### config.mk
export PLATFORM = sky130hd
export DESIGN_NAME = mdio_arbiter
export DESIGN_NICKNAME = d
export VERILOG_FILES = /design/src/rtl/mdio_arbiter.sv
export SDC_FILE = /design/constraint.sdc
export NUM_CORES = 1
export LEC_CHECK = 0
export BUFFER_PORTS_ARGS = -buffer_cell sky130_fd_sc_hd__clkbuf_2
export CAP_MARGIN = 20
export CORE_AREA = 2 2 85 87
export DETAILED_ROUTE_END_ITERATION = 7
export DIE_AREA = 0 0 87 89
export PLACE_DENSITY = 0.71
export SYNTH_ARGS = -nofsm -noshare
export SYNTH_HDL_FRONTEND = slang
export SYNTH_SLANG_ARGS = --single-unit
### constraint.sdc
create_clock -name clk -period 3.8 [get_ports clk]
set_clock_uncertainty 0.15 [all_clocks]
set_input_delay 1.14 -clock clk [delete_from_list [all_inputs] [get_ports clk]]
set_output_delay 1.14 -clock clk [all_outputs]
set_load 0.05 [all_outputs]
### src/rtl/mdio_arbiter.sv
// Two-requester round-robin arbiter in front of an MDIO frame transmitter.
// Builds the 32-bit management frame for the winner, launches it, and waits
// for either a fixed write frame time or read data / read timeout.
module mdio_arbiter #(
  parameter int unsigned FRAME_CYC = 64,
  parameter int unsigned TIMEOUT   = 200
) (
  input  logic        clk,
  input  logic        reset,
  input  logic        req0,
  input  logic        req1,
  input  logic        rd0,
  input  logic        rd1,
  input  logic [4:0]  phy0,
  input  logic [4:0]  phy1,
  input  logic [4:0]  reg0,
  input  logic [4:0]  reg1,
  input  logic [15:0] wdata0,
  input  logic [15:0] wdata1,
  output logic        done0,
  output logic        done1,
  output logic        err,
  output logic [15:0] rdata,
  output logic        busy,
  output logic        MDIO_start,
  output logic [31:0] T_data,
  input  logic        data_RDY,
  input  logic [15:0] RD_data
);

  localparam int unsigned CNT_W = 8;

  typedef enum logic [1:0] {
    IDLE  = 2'd0,
    START = 2'd1,
    WAIT  = 2'd2,
    DONE  = 2'd3
  } state_t;

  state_t             state;
  logic               last_grant;
  logic               grant;
  logic               is_rd;
  logic [CNT_W-1:0]   cnt;

  logic               win_c;
  logic               sel_rd_c;
  logic [4:0]         sel_phy_c;
  logic [4:0]         sel_reg_c;
  logic [15:0]        sel_wdata_c;
  logic [31:0]        frame_c;

  // Round-robin winner: a lone request wins, a tie goes to the requester not served last.
  always_comb begin
    win_c = 1'b0;
    if (req0 && req1) begin
      win_c = ~last_grant;
    end else if (req1) begin
      win_c = 1'b1;
    end
  end

  // Frame for the current winner: ST, OP, PHY, REG, TA, DATA.
  always_comb begin
    sel_rd_c    = win_c ? rd1    : rd0;
    sel_phy_c   = win_c ? phy1   : phy0;
    sel_reg_c   = win_c ? reg1   : reg0;
    sel_wdata_c = win_c ? wdata1 : wdata0;
    if (sel_rd_c) begin
      frame_c = {2'b01, 2'b10, sel_phy_c, sel_reg_c, 2'b00, 16'h0000};
    end else begin
      frame_c = {2'b01, 2'b01, sel_phy_c, sel_reg_c, 2'b10, sel_wdata_c};
    end
  end

  // Transaction FSM with registered outputs.
  always_ff @(posedge clk) begin
    if (reset) begin
      state      <= IDLE;
      last_grant <= 1'b1;
      grant      <= 1'b0;
      is_rd      <= 1'b0;
      cnt        <= '0;
      done0      <= 1'b0;
      done1      <= 1'b0;
      err        <= 1'b0;
      rdata      <= 16'h0000;
      busy       <= 1'b0;
      MDIO_start <= 1'b0;
      T_data     <= 32'h0000_0000;
    end else begin
      done0      <= 1'b0;
      done1      <= 1'b0;
      MDIO_start <= 1'b0;
      case (state)
        IDLE: begin
          if (req0 || req1) begin
            grant  <= win_c;
            is_rd  <= sel_rd_c;
            T_data <= frame_c;
            busy   <= 1'b1;
            state  <= START;
          end
        end
        START: begin
          MDIO_start <= 1'b1;
          cnt        <= '0;
          state      <= WAIT;
        end
        WAIT: begin
          if (is_rd) begin
            if (data_RDY) begin
              rdata <= RD_data;
              err   <= 1'b0;
              state <= DONE;
            end else if (cnt == CNT_W'(TIMEOUT - 1)) begin
              rdata <= 16'h0000;
              err   <= 1'b1;
              state <= DONE;
            end else begin
              cnt <= cnt + CNT_W'(1);
            end
          end else begin
            if (cnt == CNT_W'(FRAME_CYC - 1)) begin
              err   <= 1'b0;
              state <= DONE;
            end else begin
              cnt <= cnt + CNT_W'(1);
            end
          end
        end
        DONE: begin
          done0      <= ~grant;
          done1      <= grant;
          last_grant <= grant;
          busy       <= 1'b0;
          state      <= IDLE;
        end
        default: state <= IDLE;
      endcase
    end
  end

endmodule

After elaboration in Yosys (flattened, before gate mapping)
Index checks and enable logic that the tools add are counted.
{"block": "word_totals", "reg_bits": 66, "word_cells": 69}
{"block": "classes", "n_addsub": 1, "n_eq_ne": 12, "muxes": 27, "bitwise": 3, "reduce_logical": 14}
{"operator": "two-way mux 16 bit", "count": 3}
{"operator": "two-way mux 8 bit", "count": 4}
{"operator": "two-way mux 30 bit", "count": 1}
{"operator": "one-hot mux 8 bit (2 select lines)", "count": 1}
{"operator": "!= test 3 bit, second input constant", "count": 4}
{"operator": "two-way mux 2 bit", "count": 5}
{"operator": "two-way mux 5 bit", "count": 2}
{"operator": "two-way mux 1 bit", "count": 9}
{"operator": "AND reduction 3 bit", "count": 3}
{"operator": "adder 8 x 1 -> 8 bit, second input constant", "count": 1}
{"operator": "equality test 8 x 6 -> 1 bit, second input constant", "count": 1}
{"operator": "equality test 8 bit, second input constant", "count": 1}
{"operator": "one-hot mux 2 bit (4 select lines)", "count": 1}
{"operator": "nonzero test 2 bit", "count": 4}
{"operator": "equality test 2 bit, second input constant", "count": 2}
{"operator": "!= test 4 bit, second input constant", "count": 1}
{"operator": "AND reduction 2 bit", "count": 2}
{"operator": "AND reduction 4 bit", "count": 1}
{"operator": "!= test 3 x 2 -> 1 bit, second input constant", "count": 1}
{"operator": "NOT 1 bit", "count": 3}
{"operator": "equality test 2 x 1 -> 1 bit, second input constant", "count": 1}
{"operator": "logical NOT 2 bit", "count": 1}
{"operator": "!= test 2 bit, second input constant", "count": 1}
{"operator": "one-hot mux 1 bit (2 select lines)", "count": 1}
{"operator": "other kinds (3)", "count": 3}

Longest topological paths before layout
Gate-level depths: netlist (run 1).
{"block": "logic_depth", "depth_word": 5, "ltp_mapped": 8, "mapped_depth_nobuf": 6}

Least setup slack after synthesis (run 1)
Ideal clock, no wire load.
{"block": "synth_path", "path_type": "input port to flip-flop", "start": "in req1", "end": "reg T_data[3]", "setup_ns": 0.070, "arrival_ns": 2.336, "path_slack_ns": 1.244, "cell_stages": 6, "path_cell_list": "a21boi_1 -> buf_2 -> mux2i_2 -> buf_2 -> nand3_1 -> a21oi_1"}
{"block": "synth_between", "elab_chain_cells": 4, "elab_cells_between_ends": 8}
{"element": "from (decl)", "line_no": "11", "rtl": "input logic req1,"}
{"element": "two-way mux 1 bit or logical AND 1 bit (tied branches)", "line_no": "58, 56"}
{"element": "two-way mux 1 bit", "line_no": "56", "rtl": "if (req0 && req1) begin"}
{"element": "two-way mux 16 bit or two-way mux 1 bit (tied branches)", "line_no": "68, 65"}
{"element": "two-way mux 30 bit", "line_no": "69", "rtl": "if (sel_rd_c) begin"}
{"element": "to (signal assigned)", "line_no": "100", "rtl": "T_data <= frame_c;"}
{"element": "to (decl)", "line_no": "26", "rtl": "output logic [31:0] T_data,"}
Parallel ways exist; a longest one is shown, timed or not.
A chain may end at the register's enable or synchronous reset.

Final worst setup path (run 1)
{"block": "layout_path", "start": "in req1", "end": "reg T_data[4]"}
The elaborated chain is that of the path after synthesis.

==> out/summary.txt, run 1 <==
DIE HEIGHT: 89 um
Post-route setup slack: 1.322 ns
Mapped Cells: 330
Synth Area in XOR/XNOR: 0%
CP startpoint kind: primary input
First-pass GRT wire length: 10770 um
Post-layout power: 2244 uW
Crit. Startpoint: req1
Post-Synth Adder-Cell Area: 2.632%
PD cells: 605.8 nW/um2
Clock sink total: 62
Antenna violations before repair: 0
Pleak: 0.001601 uW
Compound-gate portion of the synthesized area: 19.12%
Register bit total from synthesis: 62
Main combinational cell family by area after synthesis: compound AO/OA/AOI/OAI gates
N_diodes: 0
DRC violations left: 0
Max-Cap Viols: 0
Status: complete, no violations
H-tree depth: 3
Setup TNS: 0 ns
Worst Hold Class: reg2reg
Post-synthesis sequential area ratio: 43.51%
Fillers: 629
Routed Antenna Nets: 0
WL/cell: 13.27 um
Clock slew at reported path FFs: 0.07 ns
Buffers on Ports: 125
Row count: 30
Setup bufs post-CTS: 0
Die area: 7743 um2
CP max FO: 19
Worst EP arrival: 2.58 ns
RSZ-0062 raised after global routing: false
1st-iter DRT viols: 73
Synth Area per Inst: 8.645 um2
Starting Density: 42.46%
Pre-CTS setup slack: 0.9598 ns
# IOs: 128
Finish-stage setup viols: 0
Syn-to-layout area delta: 29.87%
Async SR Flop Fraction: 0%
Via/cell ratio: 5.191
Clock Latency Late Sink: 0.33 ns
Slew Limit Fails: 0
CTS resizes: 0
Pin count of the biggest net entering global routing: 45
GP Congestion: 0.8412
HP Start: T_data[1]
Vias: 2751
Post-synthesis simple-gate area fraction: 18.29%
Final wirelength: 7031 um
Final Util: 55.14%
CP Capture Type: flip-flop
Clock tree buffer depth: 2
Post-layout minimum cycle time: 2.478 ns
CTS tree: done
Peak VDD IR: 0.2734 mV
Num CTS Buffers: 9
Worst slew margin: 39.35%
EDFF count, synth: 0
Post-synthesis mux area share: 10.66%
Die X: 87 um
Worst R2R Start: cnt[0]
Final hold viol count: 0
Core area: 6719 um2
Drt first pass iters: 4
Final Cycle Share: 65.20%
Crit Path Category: in2reg
Worst hold slack: 0.3018 ns
Data required time at the worst endpoint: 3.90 ns
Area of the mapped netlist: 2853 um2
Total Routing Usage GR: 17.36%
Top_reg_cell synth: dfxtp_1
Vias in the first global route: 2438
Total congestion overflow: 0
# hold bufs at CTS: 0
Root Driver: clkbuf_8
Yosys warns: 0
Final HPWL DP: 5112 um
Post-synthesis cell type count: 44
Fraction of layout cells with a size suffix above 1: 36.89%
Fmax: 403.6 MHz
Least-Margin Pin Slew: 0.9098 ns
Nets: 526
-- sequential cells by signal, indices dropped and copies added, names as in the netlist --
signal,cells
cnt,8
rdata,16
T_data,29
grant,1
done1,1
last_grant,1
busy,1
MDIO_start,1
state,2
err,1
done0,1
-- kinds of logic after synthesis --
family / Yosys count
AOI/OAI and AO/OA: 91
other: 1
buffers and inverters: 34
adders and majority gates: 6
DFF: 62
and+or+nand+nor: 108
muxes: 28
-- final timing paths --
check	endpoint	slack [ns]	depth (start not counted)
min	T_data[1]	0.30	2
max reg2reg	cnt[5]	1.60	5
max	T_data[4]	1.32	6
min reg2reg	T_data[1]	0.30	2
-- where the power goes --
part	leakage [uW]	total (uW)	switching, uW	internal [uW]
clock network	0.0000996	579	240	338
registers	0.000506	813	64.9	748
logic	0.000996	853	612	240
total	0.00160	2240	918	1330
-- layout by cell type, fill, tap and decap left out, types with 3 or more instances in the layout --
master,netlist,layout
o211ai_1,3,3
a21oi_1,36,36
ha_1,6,6
nand3_1,19,19
and3_1,3,3
inv_1,5,5
nor3_1,3,3
nand2_1,42,42
nor2_1,18,18
nand4_1,3,3
clkbuf_2,0,125
o21ai_0,18,18
clkbuf_8,0,11
nand2b_1,5,5
o311ai_0,3,3
mux2i_1,11,11
dfxtp_1,62,62
mux2_2,16,16
buf_4,6,7
a211oi_1,11,11
or4_1,6,6
a31oi_1,8,8
-- critical path, stage by stage --
cell and delay (ns):
clkbuf_2 0.12, a21boi_4 0.53, mux2i_2 0.27, buf_4 0.24, nand3_1 0.11, a21oi_1 0.16
-- final cells by class --
cell class	count	area, um2	share of cell area [%]
well taps	80	100.1	2.702
clock inverters	3	42.54	1.148
multi-input cells	235	1465	39.55
repair buffers	132	678.2	18.30
flip-flops and latches	62	1241	33.50
inverters	5	18.77	0.5066
clock buffers	13	158.9	4.289
-- metrics by stage --
stage | std cells | instance area [um2]
floorplan | 331 | 2856
global placement | 514 | 3503
detailed placement | 514 | 3503
CTS | 530 | 3705
global route | 530 | 3705
finish | 530 | 3705
-- synthesized netlist by cell type (2+ instances only) --
master | number | area (um2)
dfxtp_1 | 62 | 1241
nand2_1 | 42 | 157.7
a21oi_1 | 36 | 180.2
nand3_1 | 19 | 95.09
clkbuf_1 | 18 | 67.56
nor2_1 | 18 | 67.56
o21ai_0 | 18 | 90.09
mux2_2 | 16 | 180.2
a211oi_1 | 11 | 82.58
mux2i_1 | 11 | 110.1
a31oi_1 | 8 | 50.05
buf_4 | 6 | 45.04
ha_1 | 6 | 75.07
or4_1 | 6 | 45.04
inv_1 | 5 | 18.77
nand2b_1 | 5 | 31.28
and3_1 | 3 | 18.77
buf_2 | 3 | 15.01
nand4_1 | 3 | 18.77
nor3_1 | 3 | 15.01
o211ai_1 | 3 | 22.52
o311ai_0 | 3 | 26.28
and2_1 | 2 | 12.51
nor3b_1 | 2 | 15.01
o21a_1 | 2 | 15.01
-- metal layers --
| metal | part of all wire (%) | vias to the layer above | wire length [um] | global-route usage, % |
|---|---|---|---|---|
| li1 | - | 1406 | - | - |
| met1 | 45 | 1256 | 3170 | 20.83 |
| met2 | 48 | 81 | 3400 | 30.46 |
| met3 | 5.3 | 8 | 374 | 4.155 |
| met4 | 1.2 | 0 | 86 | 5.966 |
| met5 | 0 | - | 0 | 0 |
Power figures use the tool's default switching activity.
==> run 2: changes to the inputs <==
==> constraint.sdc (replaced) <==
create_clock -name clk -period 2.31 [get_ports clk]
set_clock_uncertainty 0.15 [all_clocks]
set_input_delay 0.693 -clock clk [delete_from_list [all_inputs] [get_ports clk]]
set_output_delay 0.693 -clock clk [all_outputs]
set_load 0.05 [all_outputs]
==> run 2 against run 1 <==
Against the previous run:
- sequential cell count is the same
- count of clock-buffer cells in the layout shrank 1
- hold slack gained 0.0026 ns
- critical path type is now reg2reg
==> out/summary.txt, run 2 (same netlist as run 1, synthesis figures left out) <==
Clock Latency Late Sink: 0.33 ns (about the same)
First-pass GRT wire length: 11500 um (+6.7%)
Setup bufs post-CTS: 0 (unchanged)
HP Start: T_data[2]
Finish-stage setup viols: 0 (unchanged)
Buffers on Ports: 125 (unchanged)
GP Congestion: 0.8125 (-3.4%)
Sw Share: 39.48% (-1.4 points)
Final wirelength: 7050 um (+0.27%)
Worst Hold Class: reg2reg
CP startpoint kind: flip-flop
FF-to-FF End: cnt[4]
Core area: 6719 um2 (unchanged)
Largest Register: T_data
Clock slew at reported path FFs: 0.07 ns (about the same)
Crit. Startpoint: cnt[0]
Num CTS Buffers: 9 (unchanged)
WL/cell: 13.15 um (-0.85%)
Row count: 30 (unchanged)
1st-iter DRT viols: 127 (+74%)
Final HPWL DP: 5293 um (+3.6%)
Peak VDD IR: 0.4184 mV (+53%)
CTS tree: done
DIE HEIGHT: 89 um (unchanged)
Clock sink total: 62 (unchanged)
Max reg flops: 29 (unchanged)
Starting Density: 42.46% (unchanged)
Fraction of layout cells with a size suffix above 1: 38.16% (+1.3 points)
Status: complete, no violations
Die area: 7743 um2 (unchanged)
CP Capture Type: flip-flop
Total Routing Usage GR: 18.62% (+1.3 points)
Flop2flop setup slack: 0.16 ns (-1.44 ns)
Cell area after placement: 3581 um2 (+2.2%)
Commonest non-fill, non-tap cell in the layout: clkbuf_2
Vias in the first global route: 2569 (+5.4%)
CP delay by family, top: simple AND/OR/NAND/NOR gates
Design area: 3805 um2 (+2.7%)
H-tree depth: 3 (unchanged)
RSZ-0062 raised after global routing: false
Crit Path Category: reg2reg
Internal Power: 2335 uW (+76%)
Setup TNS: 0 ns (unchanged)
Worst R2R Start: cnt[0]
Antenna violations before repair: 0 (unchanged)
Total congestion overflow: 0 (unchanged)
Vias: 2811 (+2.2%)
Post-layout minimum cycle time: 2.146 ns
Via/cell ratio: 5.244 (+1.0%)
Drt first pass iters: 4 (unchanged)
Switch Pwr: 1524 uW (+66%)
Max-Cap Viols: 0 (unchanged)
Delay of the slowest cell on the worst path: 0.54 ns (about the same)
DRC violations left: 0 (unchanged)
# IOs: 128 (unchanged)
Root Driver: clkbuf_8
Top flop regs: T_data: 29 flops, rdata: 16 flops, cnt: 8 flops
Pin count of the biggest net entering global routing: 26 (-42%)
CP max FO: 14 (-5)
Clock power share: 27.8% (+2.0 points)
Logic pwr share: 37.6% (-0.4 points)
Final hold viol count: 0 (unchanged)
Data required time at the worst endpoint: 2.42 ns (-1.48 ns)
Pleak: 0.001651 uW (+3.2%)
Slowest CP cell: or4_1
Seq pwr share: 34.6% (-1.6 points)
Worst EP arrival: 2.26 ns (-0.32 ns)
Hold depth: 2 (unchanged)
Most frequent cells in the layout: clkbuf_2 (125), dfxtp_1 (62), nand2_1 (42), a21oi_1 (36), nand3_1 (19)
PD cells: 1014 nW/um2 (+67%)
Nets: 533 (+1.3%)
Worst Hold End: T_data[2]
Cell Chain, Critical Path: ha_1 -> and4b_4 -> a41o_2 -> or4_1 -> a31oi_1
Syn-to-layout area delta: 33.38%
Worst Reg2Reg Path Length in Cells: 5 (unchanged)
Clock tree buffer depth: 2 (unchanged)
Routed Antenna Nets: 0 (unchanged)
N_diodes: 0 (unchanged)
Crit path buf inv count: 0 (-2)
Final Cycle Share: 92.92%
Fmax: 465.9 MHz
Die X: 87 um (unchanged)
Slew Limit Fails: 0 (unchanged)
run 2: cell count changes in the layout (fill, tap and decap cells not counted):
cell and delta:
a41o_2 +1, bufinv_16 +1, clkinv_2 -1, clkbuf_1 -1, buf_4 +5, a41o_1 -1
buf_12 +2
run 2: repair_timing:
item | in CTS | in global routing
resized for setup | 0 | 1
hold buffers | 0 | 0
setup endpoints to repair | 0 | 2
run 2: area by class of cell:
class | count | area (um2)
Fill cell | 626 | 2914
Inverter | 5 | 18.77
Timing Repair Buffer | 139 | 755.7
Multi-Input combinational cell | 235 | 1466
Sequential cell | 62 | 1241
Clock inverter | 3 | 67.56
Clock buffer | 12 | 155.1
Tap cell | 80 | 100.1
run 2: power by group through the flow:
stage / registers [uW] / clock network, uW / logic (uW)
6_report: 1340 / 1070 / 1450
5_1_grt: 1360 / 1140 / 1580
4_1_cts: 1340 / 1090 / 1460
3_5_place_dp: 1360 / 0 / 1460
3_3_place_gp: 1350 / 0 / 1440
2_1_floorplan: 1780 / 0 / 645
run 2: layer usage:
metal | routed length, um | GRT usage [%] | vias to the layer above | share of wire [%]
li1 | - | - | 1421 | -
met2 | 3491 | 31.99 | 91 | 50
met4 | 86 | 6.960 | 0 | 1.2
met3 | 445 | 5.078 | 6 | 6.3
met5 | 0 | 0 | - | 0
met1 | 3026 | 22.32 | 1293 | 43
run 2: tightest hold or removal path: cells and delay by family, from the launching register on:
| kind | cells | cell delay, ns |
|---|---|---|
| flip-flops | 1 | 0.31 |
| AO/OA/AOI/OAI | 1 | 0.05 |
| AND/OR/NAND/NOR | 1 | 0.05 |
run 2: metrics by stage:
stage | util (%) | hold slack [ns] | power, uW | setup slack, ns | cells
after floorplan | - | 0.2869 | 2424 | 0.2010 | 331
after global placement | 53.30 | 0.2892 | 2795 | 0.1296 | 521
after detailed placement | 53.30 | 0.2967 | 2821 | 0.06591 | 521
after CTS | 56.61 | 0.3054 | 3891 | 0.1326 | 536
after global routing | 56.63 | 0.3235 | 4082 | 0.04319 | 536
final | 56.63 | 0.3045 | 3859 | 0.1635 | 536
run 2: worst max-delay path by stage:
stage	to	cells after the start
after global routing	cnt[3]	5
final	cnt[4]	5
after global placement	cnt[4]	5
after CTS	cnt[4]	5
after floorplan	T_data[3]	6
after detailed placement	cnt[4]	5
==> run 3: changes to the inputs <==
--- a/config.mk
+++ b/config.mk
@@ -5,11 +5,12 @@
 export SDC_FILE = /design/constraint.sdc
 export NUM_CORES = 1
 export LEC_CHECK = 0
+export ABC_AREA = 1
 export BUFFER_PORTS_ARGS = -buffer_cell sky130_fd_sc_hd__clkbuf_2
 export CAP_MARGIN = 20
-export CORE_AREA = 2 2 85 87
+export CORE_AREA = 2 2 87 89
 export DETAILED_ROUTE_END_ITERATION = 7
-export DIE_AREA = 0 0 87 89
+export DIE_AREA = 0 0 89 91
 export PLACE_DENSITY = 0.71
 export SYNTH_ARGS = -nofsm -noshare
 export SYNTH_HDL_FRONTEND = slang
==> run 3 against run 2 <==
Against the previous run:
- register-to-register slack gained 0.25 ns
- clock power about the same
- routed wire length rose by 5.4%
- total power up 6.2%
- highest routed layer unchanged
==> out/summary.txt, run 3 <==
Top cell type's share of synthesized area: 41.56% (-2.0 points)
Register bit total from synthesis: 62 (unchanged)
Fmax: 526.0 MHz (+13%)
CTS tree: done
Core area: 7137 um2 (+6.2%)
EDFF count, synth: 0 (unchanged)
Clock power share: 26.9% (-0.9 points)
CTS resizes: 0 (unchanged)
Num CTS Buffers: 9 (unchanged)
Peak VDD IR: 0.8117 mV (+94%)
Antenna violations before repair: 0 (unchanged)
Hold depth: 2 (unchanged)
Worst R2R Start: state[0]
DIE HEIGHT: 91 um (+2.2%)
Post-synthesis cell type count: 33 (-25%)
# hold bufs at CTS: 0 (unchanged)
Clock Latency Late Sink: 0.32 ns (about the same)
CP Capture Type: flip-flop
Met1 global-route usage: 24.63% (+2.3 points)
Final Cycle Share: 82.29% (-11 points)
Top_reg_cell synth: dfxtp_1
Post-layout minimum cycle time: 1.901 ns (-0.2454 ns)
FF-to-FF End: rdata[0]
Total Routing Usage GR: 19.17% (+0.55 points)
Drt first pass iters: 4 (unchanged)
Sw Share: 41.35% (+1.9 points)
Post-synth top cells: nand2_1 (135), dfxtp_1 (62), nand3_1 (47)
Vias in the first global route: 2884 (+12%)
H-tree depth: 3 (unchanged)
Placed Cells: 626 (+20%)
Seq. cell area: 1241 um2 (unchanged)
Pin count of the biggest net entering global routing: 41 (+58%)
Finish-stage setup viols: 0 (unchanged)
Yosys warns: 0 (unchanged)
Clock sink total: 62 (unchanged)
Post-synthesis sequential area ratio: 41.56% (-2.0 points)
GP Congestion: 0.8684 (+6.9%)
Synth area leader: dfxtp_1
Crit. Startpoint: state[0]
RSZ-0062 raised after global routing: false
Setup TNS: 0 ns (unchanged)
Flop2flop setup slack: 0.41 ns (+0.25 ns)
Fraction of layout cells with a size suffix above 1: 33.52% (-4.6 points)
Multi-input gate area: 1508 um2 (+2.8%)
Largest Register: T_data
Internal Power: 2403 uW (+2.9%)
1st-iter DRT viols: 107 (-16%)
Least-Margin Pin Slew: 0.5229 ns
Area of the mapped netlist: 2987 um2 (+4.7%)
Logic pwr share: 39.8% (+2.2 points)
Final hold viol count: 0 (unchanged)
Area contributors post-synth: dfxtp_1 (42%), nand2_1 (17%), nand3_1 (7.9%)
Worst Reg2Reg Path Length in Cells: 7 (+2)
CP max FO: 16 (+2)
Syn-to-layout area delta: 31.38%
PD cells: 1044 nW/um2 (+2.9%)
Met3 usage: 5.455% (+0.38 points)
Data required time at the worst endpoint: 2.35 ns (-0.07 ns)
Setup crit end: rdata[0]
Buffers on Ports: 125 (unchanged)
Status: complete, no violations
Row count: 31 (+3.3%)
Die X: 89 um (+2.3%)
Top flop regs: T_data: 29 flops, rdata: 16 flops, cnt: 8 flops
Via/cell ratio: 4.777 (-8.9%)
Worst slew margin: 65.06%
Cell area after placement: 3690 um2 (+3.0%)
Vias: 3067 (+9.1%)
Async SR Flop Fraction: 0% (unchanged)
Mapped Cells: 417 (+26%)
Max-Cap Viols: 0 (unchanged)
Pleak: 0.001920 uW (+16%)
Max reg flops: 29 (unchanged)
Gr busiest metal: met2
Clock tree buffer depth: 2 (unchanged)
Most frequent cells in the layout: nand2_1 (135), clkbuf_2 (125), dfxtp_1 (62), nand3_1 (47), a21oi_1 (32)
Switch Pwr: 1694 uW (+11%)
Setup bufs post-CTS: 0 (unchanged)
Final HPWL DP: 5425 um (+2.5%)
Worst EP arrival: 1.94 ns (-0.32 ns)
Synth Area per Inst: 7.162 um2 (-17%)
Crit Path Category: reg2reg
Fillers: 720 (+15%)
First-pass GRT wire length: 12480 um (+8.6%)
CP startpoint kind: flip-flop
Final wirelength: 7428 um (+5.4%)
Worst Hold Class: reg2reg
Root Driver: clkbuf_8
M2 GR Usage: 30.41% (-1.6 points)
Commonest non-fill, non-tap cell in the layout: nand2_1
N_diodes: 0 (unchanged)
WL/cell: 11.57 um (-12%)
DRC violations left: 0 (unchanged)
Non-filler cells, final: 642 (+20%)
Routed Antenna Nets: 0 (unchanged)
Clock slew at reported path FFs: 0.07 ns (about the same)
Nets: 619 (+16%)
Seq pwr share: 33.2% (-1.4 points)
Total congestion overflow: 0 (unchanged)
Starting Density: 41.85% (-0.61 points)
Die area: 8099 um2 (+4.6%)
Slew Limit Fails: 0 (unchanged)
Design area: 3924 um2 (+3.1%)
# IOs: 128 (unchanged)
Top-count cell post-synth: nand2_1
[run 3: changes by cell type after synthesis, moves of 7 or more]
cell,before,now
inv_1,5,19
mux2i_1,11,0
o21ai_1,1,10
o21ai_0,18,4
nor2_1,18,25
mux2_2,16,0
a211oi_1,11,0
nand2_4,0,9
nand2_1,42,135
a21oi_2,0,8
nand3_1,19,47
[run 3: critical path: stages, from the launching register on]
cell and delay [ns]:
dfxtp_1 0.33, inv_1 0.12, ha_1 0.37, nand2_1 0.11, inv_2 0.09, nand2_1 0.31
nand3_1 0.21, a21oi_1 0.08
[run 3: per-stage QoR]
stage	util (%)	setup slack (ns)	hold WS, ns	total power (uW)
5_1_grt	54.98	0.2022	0.3313	4363
3_5_place_dp	51.70	0.3832	0.2888	3025
6_report	54.98	0.4090	0.2987	4097
4_1_cts	54.98	0.3976	0.2985	4140
3_3_place_gp	51.70	0.4296	0.2810	3000
2_1_floorplan	-	0.4792	0.2720	2665
[run 3: worst min-delay path by stage]
stage,startpoint,slack [ns],to
2_1_floorplan,grant,0.27,done1
3_3_place_gp,grant,0.28,done1
3_5_place_dp,grant,0.29,done1
4_1_cts,grant,0.30,done1
5_1_grt,grant,0.33,done1
6_report,grant,0.30,done1
[run 3: cell families after synthesis]
| kind of cell | share of synthesized area, % |
|---|---|
| flops | 41.56 |
| fa+ha+maj | 2.514 |
| other cells | 0.1256 |
| compound gates | 14.12 |
| buf+inv | 8.086 |
| simple gates | 33.60 |
[run 3: layout make-up]
class,instances,share of cell area (%)
clock inverter,3,1.658
tap,99,3.157
timing repair buffer,136,18.37
multi-input combinational,304,38.42
sequential,62,31.63
clock buffer,13,4.305
inverter,25,2.455
[run 3: power groups by stage]
| stage | registers (uW) | logic [uW] | clock network [uW] |
|---|---|---|---|
| final | 1360 | 1630 | 1100 |
| after global routing | 1380 | 1800 | 1180 |
| after CTS | 1360 | 1640 | 1130 |
| after detailed placement | 1380 | 1640 | 0 |
| after global placement | 1380 | 1620 | 0 |
| after floorplan | 1830 | 832 | 0 |
[run 3: per-layer routing]
layer  routed length (um)  share of wire [%]
met1                 3425                 46
met3                  510                6.9
met4                   97                1.3
met5                    0                  0
met2                 3394                 46
